[config.mk]
export PLATFORM = sky130hd
export DESIGN_NAME = dct_block_scheduler_flat
export DESIGN_NICKNAME = d
export VERILOG_FILES = /design/src/rtl/dct_block_scheduler_if.sv /design/src/rtl/dct_block_scheduler.sv /design/src/flat_wrapper.sv
export SDC_FILE = /design/constraint.sdc
export NUM_CORES = 1
export LEC_CHECK = 0
export ABC_CLOCK_PERIOD_IN_PS = 7200
export CAP_MARGIN = 15
export CORE_MARGIN = 1.5
export CORE_UTILIZATION = 30
export DETAILED_ROUTE_END_ITERATION = 16
export HOLD_SLACK_MARGIN = 0.08
export SLEW_MARGIN = 25
export SYNTH_ARGS = -nofsm -noshare
export SYNTH_HDL_FRONTEND = slang
export SYNTH_SLANG_ARGS = --single-unit
[constraint.sdc]
create_clock -name clk -period 7.2 [get_ports clk]
set_input_delay 1.44 -clock clk [delete_from_list [all_inputs] [get_ports clk]]
set_output_delay 1.44 -clock clk [all_outputs]
set_load 0.02 [all_outputs]
[src/rtl/dct_block_scheduler_if.sv]
// dct_block_scheduler_if: DCT core and downstream coefficient handshake bundle
// core_start/core_ready/core_coef face the DCT core; out_valid/out_data/out_index/out_ack face the quantizer.
// master: the scheduler side; slave: the core/downstream side.
interface dct_block_scheduler_if #(
    parameter int COEF_W = 16
);
    logic              core_start;
    logic              core_ready;
    logic [COEF_W-1:0] core_coef;
    logic              out_valid;
    logic [COEF_W-1:0] out_data;
    logic [5:0]        out_index;
    logic              out_ack;
    modport master (
        output core_start, out_valid, out_data, out_index,
        input  core_ready, core_coef, out_ack
    );
    modport slave (
        input  core_start, out_valid, out_data, out_index,
        output core_ready, core_coef, out_ack
    );
endinterface

[src/rtl/dct_block_scheduler.sv]
// dct_block_scheduler: raster-order frame walker for the 8x8 DCT core with a coefficient FIFO
// clk, rst_in (sync, active-low), frame_start (request, honoured in IDLE only)
// bus (master): core_start pulse, core_ready/core_coef capture, out_valid/out_data/out_index/out_ack drain
// blk_x/blk_y current block, busy outside IDLE, frame_done one-cycle pulse, err sticky overflow/stray flag
module dct_block_scheduler #(
    parameter int FRAME_W_BLK = 4,
    parameter int FRAME_H_BLK = 3,
    parameter int COEF_W = 16,
    parameter int FIFO_DEPTH = 4,
    localparam int XW = FRAME_W_BLK > 1 ? $clog2(FRAME_W_BLK) : 1,
    localparam int YW = FRAME_H_BLK > 1 ? $clog2(FRAME_H_BLK) : 1
) (
    input  logic          clk,
    input  logic          rst_in,
    input  logic          frame_start,
    dct_block_scheduler_if.master bus,
    output logic [XW-1:0] blk_x,
    output logic [YW-1:0] blk_y,
    output logic          busy,
    output logic          frame_done,
    output logic          err
);
    localparam int AW = $clog2(FIFO_DEPTH);
    localparam int CW = AW + 1;
    typedef enum logic [2:0] {IDLE, START_BLK, COLLECT, DRAIN, NEXT_BLK, DONE} state_t;
    state_t state, state_nxt;
    logic [COEF_W+5:0] mem [FIFO_DEPTH];
    logic [COEF_W+5:0] head;
    logic [AW-1:0] wp, rp;
    logic [CW-1:0] cnt, cnt_nxt;
    logic [5:0] coef_cnt;
    logic full, pop, push, drop, stray, accept, last_x, last_y;
    always_comb begin
        full = cnt == CW'(FIFO_DEPTH);
        pop = cnt != '0 && bus.out_ack;
        // a full FIFO still takes a push when the head leaves in the same cycle
        push = state == COLLECT && bus.core_ready && (!full || pop);
        drop = state == COLLECT && bus.core_ready && full && !pop;
        stray = bus.core_ready && state != COLLECT;
        accept = state == IDLE && frame_start;
        last_x = blk_x == XW'(FRAME_W_BLK - 1);
        last_y = blk_y == YW'(FRAME_H_BLK - 1);
        cnt_nxt = cnt + CW'(push) - CW'(pop);
        head = mem[rp];
    end
    always_comb begin
        state_nxt = state;
        case (state)
            IDLE:      state_nxt = frame_start ? START_BLK : IDLE;
            START_BLK: state_nxt = COLLECT;
            // dropped strobes still count, so the block always ends on the 64th strobe
            COLLECT:   state_nxt = bus.core_ready && coef_cnt == 6'd63 ? DRAIN : COLLECT;
            DRAIN:     state_nxt = cnt_nxt == '0 ? NEXT_BLK : DRAIN;
            NEXT_BLK:  state_nxt = last_x && last_y ? DONE : START_BLK;
            DONE:      state_nxt = IDLE;
            default:   state_nxt = IDLE;
        endcase
    end
    always_comb begin
        bus.core_start = state == START_BLK;
        bus.out_valid = cnt != '0;
        bus.out_data = cnt != '0 ? head[COEF_W-1:0] : '0;
        bus.out_index = cnt != '0 ? head[COEF_W+5:COEF_W] : '0;
        busy = state != IDLE;
        frame_done = state == DONE;
    end
    always_ff @(posedge clk) begin
        if (push) mem[wp] <= {coef_cnt, bus.core_coef};
    end
    always_ff @(posedge clk) begin
        if (!rst_in) begin
            state <= IDLE;
            cnt <= '0;
            wp <= '0;
            rp <= '0;
            coef_cnt <= '0;
            blk_x <= '0;
            blk_y <= '0;
            err <= 1'b0;
        end else begin
            state <= state_nxt;
            cnt <= cnt_nxt;
            if (push) wp <= wp + 1'b1;
            if (pop) rp <= rp + 1'b1;
            if (state == START_BLK) coef_cnt <= '0;
            else if (state == COLLECT && bus.core_ready) coef_cnt <= coef_cnt + 1'b1;
            if (accept) begin
                blk_x <= '0;
                blk_y <= '0;
            end else if (state == NEXT_BLK && !(last_x && last_y)) begin
                blk_x <= last_x ? '0 : blk_x + 1'b1;
                blk_y <= last_x ? blk_y + 1'b1 : blk_y;
            end
            err <= stray || drop ? 1'b1 : accept ? 1'b0 : err;
        end
    end
endmodule

[src/flat_wrapper.sv]
// flat-port wrapper written by rule: the top's interface ports become plain ports
module dct_block_scheduler_flat 
#(
    parameter int FRAME_W_BLK = 4,
    parameter int FRAME_H_BLK = 3,
    parameter int COEF_W = 16,
    parameter int FIFO_DEPTH = 4,
    localparam int XW = FRAME_W_BLK > 1 ? $clog2(FRAME_W_BLK) : 1,
    localparam int YW = FRAME_H_BLK > 1 ? $clog2(FRAME_H_BLK) : 1
)
  (clk, rst_in, frame_start, blk_x, blk_y, busy, frame_done, err, bus_core_start, bus_out_valid, bus_out_data, bus_out_index, bus_core_ready, bus_core_coef, bus_out_ack);
  dct_block_scheduler_if #(.COEF_W(COEF_W)) bus_i ();
  input  logic clk;
  input  logic rst_in;
  input  logic frame_start;
  output logic [XW-1:0] blk_x;
  output logic [YW-1:0] blk_y;
  output logic busy;
  output logic frame_done;
  output logic err;
  output wire logic [$bits(bus_i.core_start)-1:0] bus_core_start;
  output wire logic [$bits(bus_i.out_valid)-1:0] bus_out_valid;
  output wire logic [$bits(bus_i.out_data)-1:0] bus_out_data;
  output wire logic [$bits(bus_i.out_index)-1:0] bus_out_index;
  input wire logic [$bits(bus_i.core_ready)-1:0] bus_core_ready;
  input wire logic [$bits(bus_i.core_coef)-1:0] bus_core_coef;
  input wire logic [$bits(bus_i.out_ack)-1:0] bus_out_ack;
  assign bus_core_start = bus_i.core_start;
  assign bus_out_valid = bus_i.out_valid;
  assign bus_out_data = bus_i.out_data;
  assign bus_out_index = bus_i.out_index;
  assign bus_i.core_ready = bus_core_ready;
  assign bus_i.core_coef = bus_core_coef;
  assign bus_i.out_ack = bus_out_ack;
  dct_block_scheduler #(.FRAME_W_BLK(FRAME_W_BLK), .FRAME_H_BLK(FRAME_H_BLK), .COEF_W(COEF_W), .FIFO_DEPTH(FIFO_DEPTH)) u_core (.clk(clk), .rst_in(rst_in), .frame_start(frame_start), .bus(bus_i), .blk_x(blk_x), .blk_y(blk_y), .busy(busy), .frame_done(frame_done), .err(err));
endmodule
==> run metrics, run 1 <==
status=complete, no violations; GRT overflow=0; drt drc=0; gpl congestion=0.7183; launch point of the worst reg-to-reg path=u_core.state[1]; Max IR drop VDD=0.1305 mV; global-route wire length before repair=13,610 um; unrepaired setup endpoints after global routing=false; TritonCTS clock tree=yes; Area Overhead vs Synth=21.99%; core area=14,700 um2; post-route clock period utilization=0.5533; worst hold start=u_core.err; r2r setup slk=4.43 ns; Die Height=126.4 um; Final Skew=0.009227 ns; worst r2r path cells=8; WP data arrival=2.54 ns; Setup Buffers After CTS=0; combinational family with the most area after synthesis=multiplexers; Clock transition at path regs=0.07 ns; filler instances=1,364; Post-CTS Hold Fix Bufs=0; hold depth=2; post-route ant nets=0; hold endpoint=u_core.err; I/O Buffers=51; worst stage delay on the critical path=0.88 ns; EDFF count, synth=88; CP max stage cell=dfxtp_2; nets@finish=366; Startpoint Class=register; Min-Delay Path Class=register to register; fmax=0.2510 GHz; Seq/Total Area, Yosys=0.6793; Synth Register Bits=111; leakage=1.779 nW; vias in the first global route=2,582; number of CTS-inserted buffers=9; syn_area_per_cell=16.49 um2; Clock Latency Late Sink=0.34 ns; Die ar.=15,980 um2; critical path endpoint category=primary output; clk sinks=111; antenna cells=0; Starting Density=0.3108; share of synthesized registers carrying an async set or reset=0; Post-Syn Area=4568 um2; Top delay family on crit path=flip-flops; Sequential Area=3104 um2; Top FF cell, synth=edfxtp_1; CP required=5.76 ns; total track usage=0.1118; Worst slew margin=0.4439; Compound-Gate Fraction of Synth Area=0.04108; Worst Max-Slew Pin Slew=0.8341 ns; DRT Pass-1 Iters=4; Power Density=306.2 nW/um2; initial antenna violation count=0; average wire per standard cell=15.89 um; Synth Area in XOR/XNOR=0.01096; fraction of layout cells with a size suffix above 1=0.1504; # H-tree levels=3; Synth Net Count=308; final wirelength=8311 um; Final Hold Fails=0; Adder-Cell Fraction of Synth Area=0.02903; post-CTS sizing=0; largest net degree at the start of global routing=24; 1st-iter DRT viols=184; Critical Path, Cell by Cell=mux4_2 > nor2b_1 > clkdlybuf4s50_1; Post-Synthesis Cells=277; number of distinct library cells after synthesis=45; Syn. warnings=0; Tmin final=3.984 ns; Core Rows=44; DP HPWL=5227 um; Setup TNS=0 ns; worst r2r dst=u_core.state[2]; Clock Path Buffers=2; worst setup path class=register to primary output; Die Span X=126.4 um; CP Max Fanout=22; mux cell area share after synthesis=0.1085; multi-input logic area=1355 um2; Final Setup Violations=0; simple-gate share of the synthesized area=0.1060; CP Buf/Inv Count=1; Slew Limit Fails=0; Via density=4.786; Root Buffer=clkbuf_16; max-cap violations=0; Util after Layout=0.3791; Vias=2,503; IO Pins=52
[where the power goes]
part | internal (W) | switching (W) | total (W) | leakage, nW
clock network | 0.000237 | 0.000222 | 0.000458 | 0.123
logic | 0.000257 | 0.000229 | 0.000486 | 0.659
registers | 0.000712 | 0.0000497 | 0.000762 | 0.997
[worst max path at each step]
stage / endpoint / cells past startpoint / from / slack [ns]
2_1_floorplan: u_core.state[2] / 10 / bus_out_ack / 3.88
3_3_place_gp: u_core.state[2] / 9 / bus_core_ready / 3.27
3_5_place_dp: u_core.state[2] / 9 / bus_core_ready / 3.19
4_1_cts: bus_out_index[5] / 3 / register / 3.11
5_1_grt: bus_out_index[5] / 3 / register / 3.00
6_report: bus_out_index[5] / 3 / register / 3.22
[cell usage after synthesis (3+ instances only)]
library cell  number  share of area
edfxtp_1          88           0.58
dfxtp_1           23           0.10
mux4_2            22           0.11
nor2b_1           22          0.030
inv_1             15          0.012
a21oi_1           10          0.011
ha_1               9          0.025
and2_1             8          0.011
nor2_1             8         0.0066
o21ai_0            8         0.0088
or3_1              6         0.0082
nand2_1            5         0.0041
nand4_1            4         0.0055
o31ai_1            4         0.0066
buf_4              3         0.0049
nand2b_1           3         0.0041
nor3b_1            3         0.0049
[tightest hold or removal path, cell delays in order (launching register included)]
cell and delay, ns:
dfxtp_1 0.31, inv_1 0.05, o21ai_1 0.06
[per-layer routing]
metal  share of wire  up-vias  track usage
met1            0.46     1263       0.1434
met5               0        -            0
li1                -     1176            -
met4           0.010        0      0.02840
met3           0.050        7      0.03796
met2            0.48       57       0.1826
[flip-flops by register name, summed over array words and instances, names as in the netlist, named ones only]
register and count:
u_core.blk_x 2, u_core.blk_y 2, u_core.cnt 3, u_core.coef_cnt 6, u_core.err 1, u_core.mem 88
u_core.rp 2, u_core.state 3, u_core.wp 2
[area by class of cell]
cell class	instances	area share
clock buffer	10	0.04109
clock inverter	5	0.007634
inverter	15	0.01010
multi-input combinational	141	0.2432
sequential	111	0.5570
tap	184	0.04131
timing repair buffer	57	0.09969
[through the flow]
| step | cells | total power, W | setup slack [ns] | instance area, um2 | hold slack, ns |
|---|---|---|---|---|---|
| floorplan | 277 | 0.001071 | 3.883 | 4568 | 0.4725 |
| global placement | 508 | 0.001269 | 3.267 | 5301 | 0.4453 |
| detailed placement | 508 | 0.001274 | 3.193 | 5301 | 0.4453 |
| CTS | 523 | 0.001731 | 3.114 | 5573 | 0.4662 |
| global route | 523 | 0.001795 | 2.998 | 5573 | 0.4888 |
| finish | 523 | 0.001706 | 3.216 | 5573 | 0.4617 |
[placed cells by master (no fill, tap or decap), types with 2 or more instances in the layout]
cell type         n
inv_1            15
or3b_1            2
nor3b_1           3
buf_4             6
clkbuf_16         9
nor3_2            2
nand2_1           5
o21ai_0           8
nand4_1           4
o21ai_1           2
clkinvlp_4        3
dfxtp_1          22
nor2b_1          22
edfxtp_1         88
or3_1             6
a21oi_1          10
xor2_1            2
nand3_1           2
ha_1              9
and2_1            8
clkdlybuf4s50_1  51
mux4_2           22
nor2_1            8
o31ai_1           4
nand2b_1          3
[cells by family after synthesis]
| kind of cell | after synthesis |
|---|---|
| and+or+nand+nor | 74 |
| adders and majority gates | 10 |
| DFF | 111 |
| muxes | 22 |
| xor gates and xnor gates | 4 |
| AOI/OAI and AO/OA | 31 |
| buffers and inverters | 25 |
(Power assumes the default switching activity.)
==> inputs of run 2 (changes only) <==
Settings changed: ABC_CLOCK_PERIOD_IN_PS 7200 to 3800.
Clock period 7.2 ns to 3.8 ns, I/O delays scaled along.
==> run 2 against run 1 <==
  * Critical path depth grew 1
  * Worst setup slack lost 2.7 ns
  * First-iteration DRC count shrank 3.8%
  * Clock skew shrank 0.00052 ns
  * Sequential power grew 86%
  * Via count shrank 0.72%
  * Clock power grew 92%
  * Register-to-register slack lost 3.4 ns
  * Hold slack gained 0.0054 ns
  * Clock-buffer cell count shrank 1
  * Sequential cell count is the same
  * Routed wire length shrank 1.4%
  * Critical path type unchanged
==> run metrics, run 2 (synthesis gave the netlist of run 1 again) <==
critical path endpoint category=primary output; max-cap violations=0 (unchanged); Starting Density=0.3108 (unchanged); Die Height=126.4 um (unchanged); WP data arrival=2.50 ns (-0.04 ns); max reg flops=88 (unchanged); sequential power share=0.435 (-0.011); Top delay family on crit path=buffers and inverters; CP max stage cell=dfxtp_2; Via density=4.724 (-1.3%); Die Span X=126.4 um (unchanged); Final Skew=0.008711 ns (-0.0005161 ns); filler instances=1,380 (+1.2%); Vias=2,485 (-0.72%); CP required=3.04 ns (-2.72 ns); CP Max Fanout=14 (-36%); Sequential Area=3104 um2 (unchanged); worst stage delay on the critical path=0.67 ns (-0.21 ns); Post-CTS Hold Fix Bufs=0 (unchanged); switch share=0.2945 (+0.001110); worst hold start=u_core.err; nets@finish=369 (+0.82%); Setup Buffers After CTS=0 (unchanged); most common cell after layout, fill and taps aside=edfxtp_1; GRT overflow=0 (unchanged); largest net degree at the start of global routing=23 (-4.2%); biggest regs=u_core.mem: 88 flops, u_core.coef_cnt: 6 flops; Max IR drop VDD=0.2363 mV (+81%); final wirelength=8197 um (-1.4%); Worst slew margin=0.4703 (+0.02638); Die ar.=15,980 um2 (unchanged); I/O Buffers=51 (unchanged); CP Buf/Inv Count=2 (+1); Clock Path Buffers=2 (unchanged); Comb power frac=0.296 (+0.011); Core Rows=44 (unchanged); average wire per standard cell=15.58 um (-1.9%); switching pwr=0.0009634 W (+92%); core area=14,700 um2 (unchanged); total track usage=0.1116 (-0.0001941); Critical Path, Cell by Cell=buf_4 > mux4_2 > nor2b_1 > clkdlybuf4s50_1; Area Overhead vs Synth=22.60%; fmax=0.3072 GHz; fraction of layout cells with a size suffix above 1=0.1608 (+0.01038); antenna cells=0 (unchanged); leakage=1.810 nW (+1.7%); vias in the first global route=2,583 (+0.039%); global-route wire length before repair=13,610 um (about the same); status=complete, no violations; worst setup path class=register to primary output; pre-CTS WS=0.4512 ns (-2.742 ns); Min-Delay Path Class=register to register; Worst Max-Slew Pin Slew=0.7902 ns (-0.04387 ns); Int Pwr=0.002308 W (+91%); Startpoint Class=register; DRT Pass-1 Iters=4 (unchanged); unrepaired setup endpoints after global routing=false; # H-tree levels=3 (unchanged); Tmin final=3.256 ns; Setup TNS=0 ns (unchanged); clk sinks=111 (unchanged); TritonCTS clock tree=yes; DP HPWL=5275 um (+0.92%); gpl congestion=0.7333 (+2.1%); multi-input logic area=1355 um2 (unchanged); most flop-heavy register=u_core.mem; Power Density=584.1 nW/um2 (+91%); Total Power=0.003271 W (+92%); post-route clock period utilization=0.8568; Final Setup Violations=0 (unchanged); 1st-iter DRT viols=177 (-3.8%); number of CTS-inserted buffers=9 (unchanged); Slew Limit Fails=0 (unchanged); Clock Latency Late Sink=0.35 ns (about the same); IO Pins=52 (unchanged); post-route ant nets=0 (unchanged); power share of the clock group=0.269 (about the same); commonest cells after routing, fill and taps aside=edfxtp_1, clkdlybuf4s50_1, mux4_2, nor2b_1, dfxtp_1; drt drc=0 (unchanged); initial antenna violation count=0 (unchanged); setup ws final=0.5443 ns (-2.672 ns); post-CTS sizing=0 (unchanged); Root Buffer=clkbuf_16; launch point of the worst reg-to-reg path=u_core.state[1]; Final Hold Fails=0 (unchanged); Clock transition at path regs=0.07 ns (about the same)
==> run 2: cell type report <==
class,count,area share
inverter,15,0.01005
multi-input combinational,141,0.2420
clock inverter,6,0.009160
tap,184,0.04111
timing repair buffer,60,0.1032
sequential,111,0.5543
clock buffer,9,0.04021
==> run 2: metrics by stage <==
step / util / hold WS, ns / instance area, um2 / cells
floorplan: - / 0.4725 / 4568 / 277
global placement: 0.3622 / 0.4460 / 5324 / 511
detailed placement: 0.3622 / 0.4616 / 5324 / 511
CTS: 0.3810 / 0.4718 / 5600 / 526
global route: 0.3810 / 0.5006 / 5600 / 526
finish: 0.3810 / 0.4671 / 5600 / 526
==> run 2: power groups by stage <==
stage | combinational [W] | sequential [W] | clock, W
after floorplan | 0.000622 | 0.00141 | 0
after global placement | 0.000979 | 0.00145 | 0
after detailed placement | 0.000988 | 0.00145 | 0
after CTS | 0.000991 | 0.00143 | 0.000911
after global routing | 0.00105 | 0.00144 | 0.000960
final | 0.000969 | 0.00142 | 0.000880
==> run 2: metal layers <==
metal / part of all wire / GRT usage / vias to the layer above
met3: 0.045 / 0.03079 / 13
met5: 0 / 0 / -
li1: - / - / 1185
met4: 0.017 / 0.04462 / 0
met1: 0.45 / 0.1410 / 1239
met2: 0.49 / 0.1823 / 48
==> run 2: path summary, 6_finish.rpt <==
check / slack, ns / endpoint / cells past startpoint
worst max-delay path: 0.54 / bus_out_data[13] / 4
worst min-delay path: 0.47 / u_core.err / 2
worst max register to register: 1.06 / u_core.state[2] / 8
worst min register to register: 0.47 / u_core.err / 2
==> run 2: worst register-to-register path, cell delays in order (launching register included) <==
cell and delay, ns:
dfxtp_1 0.55, or3b_1 0.46, nor3_2 0.23, ha_1 0.19, inv_1 0.05, fa_1 0.37
xor3_1 0.41, o32a_1 0.34, nor2_1 0.08
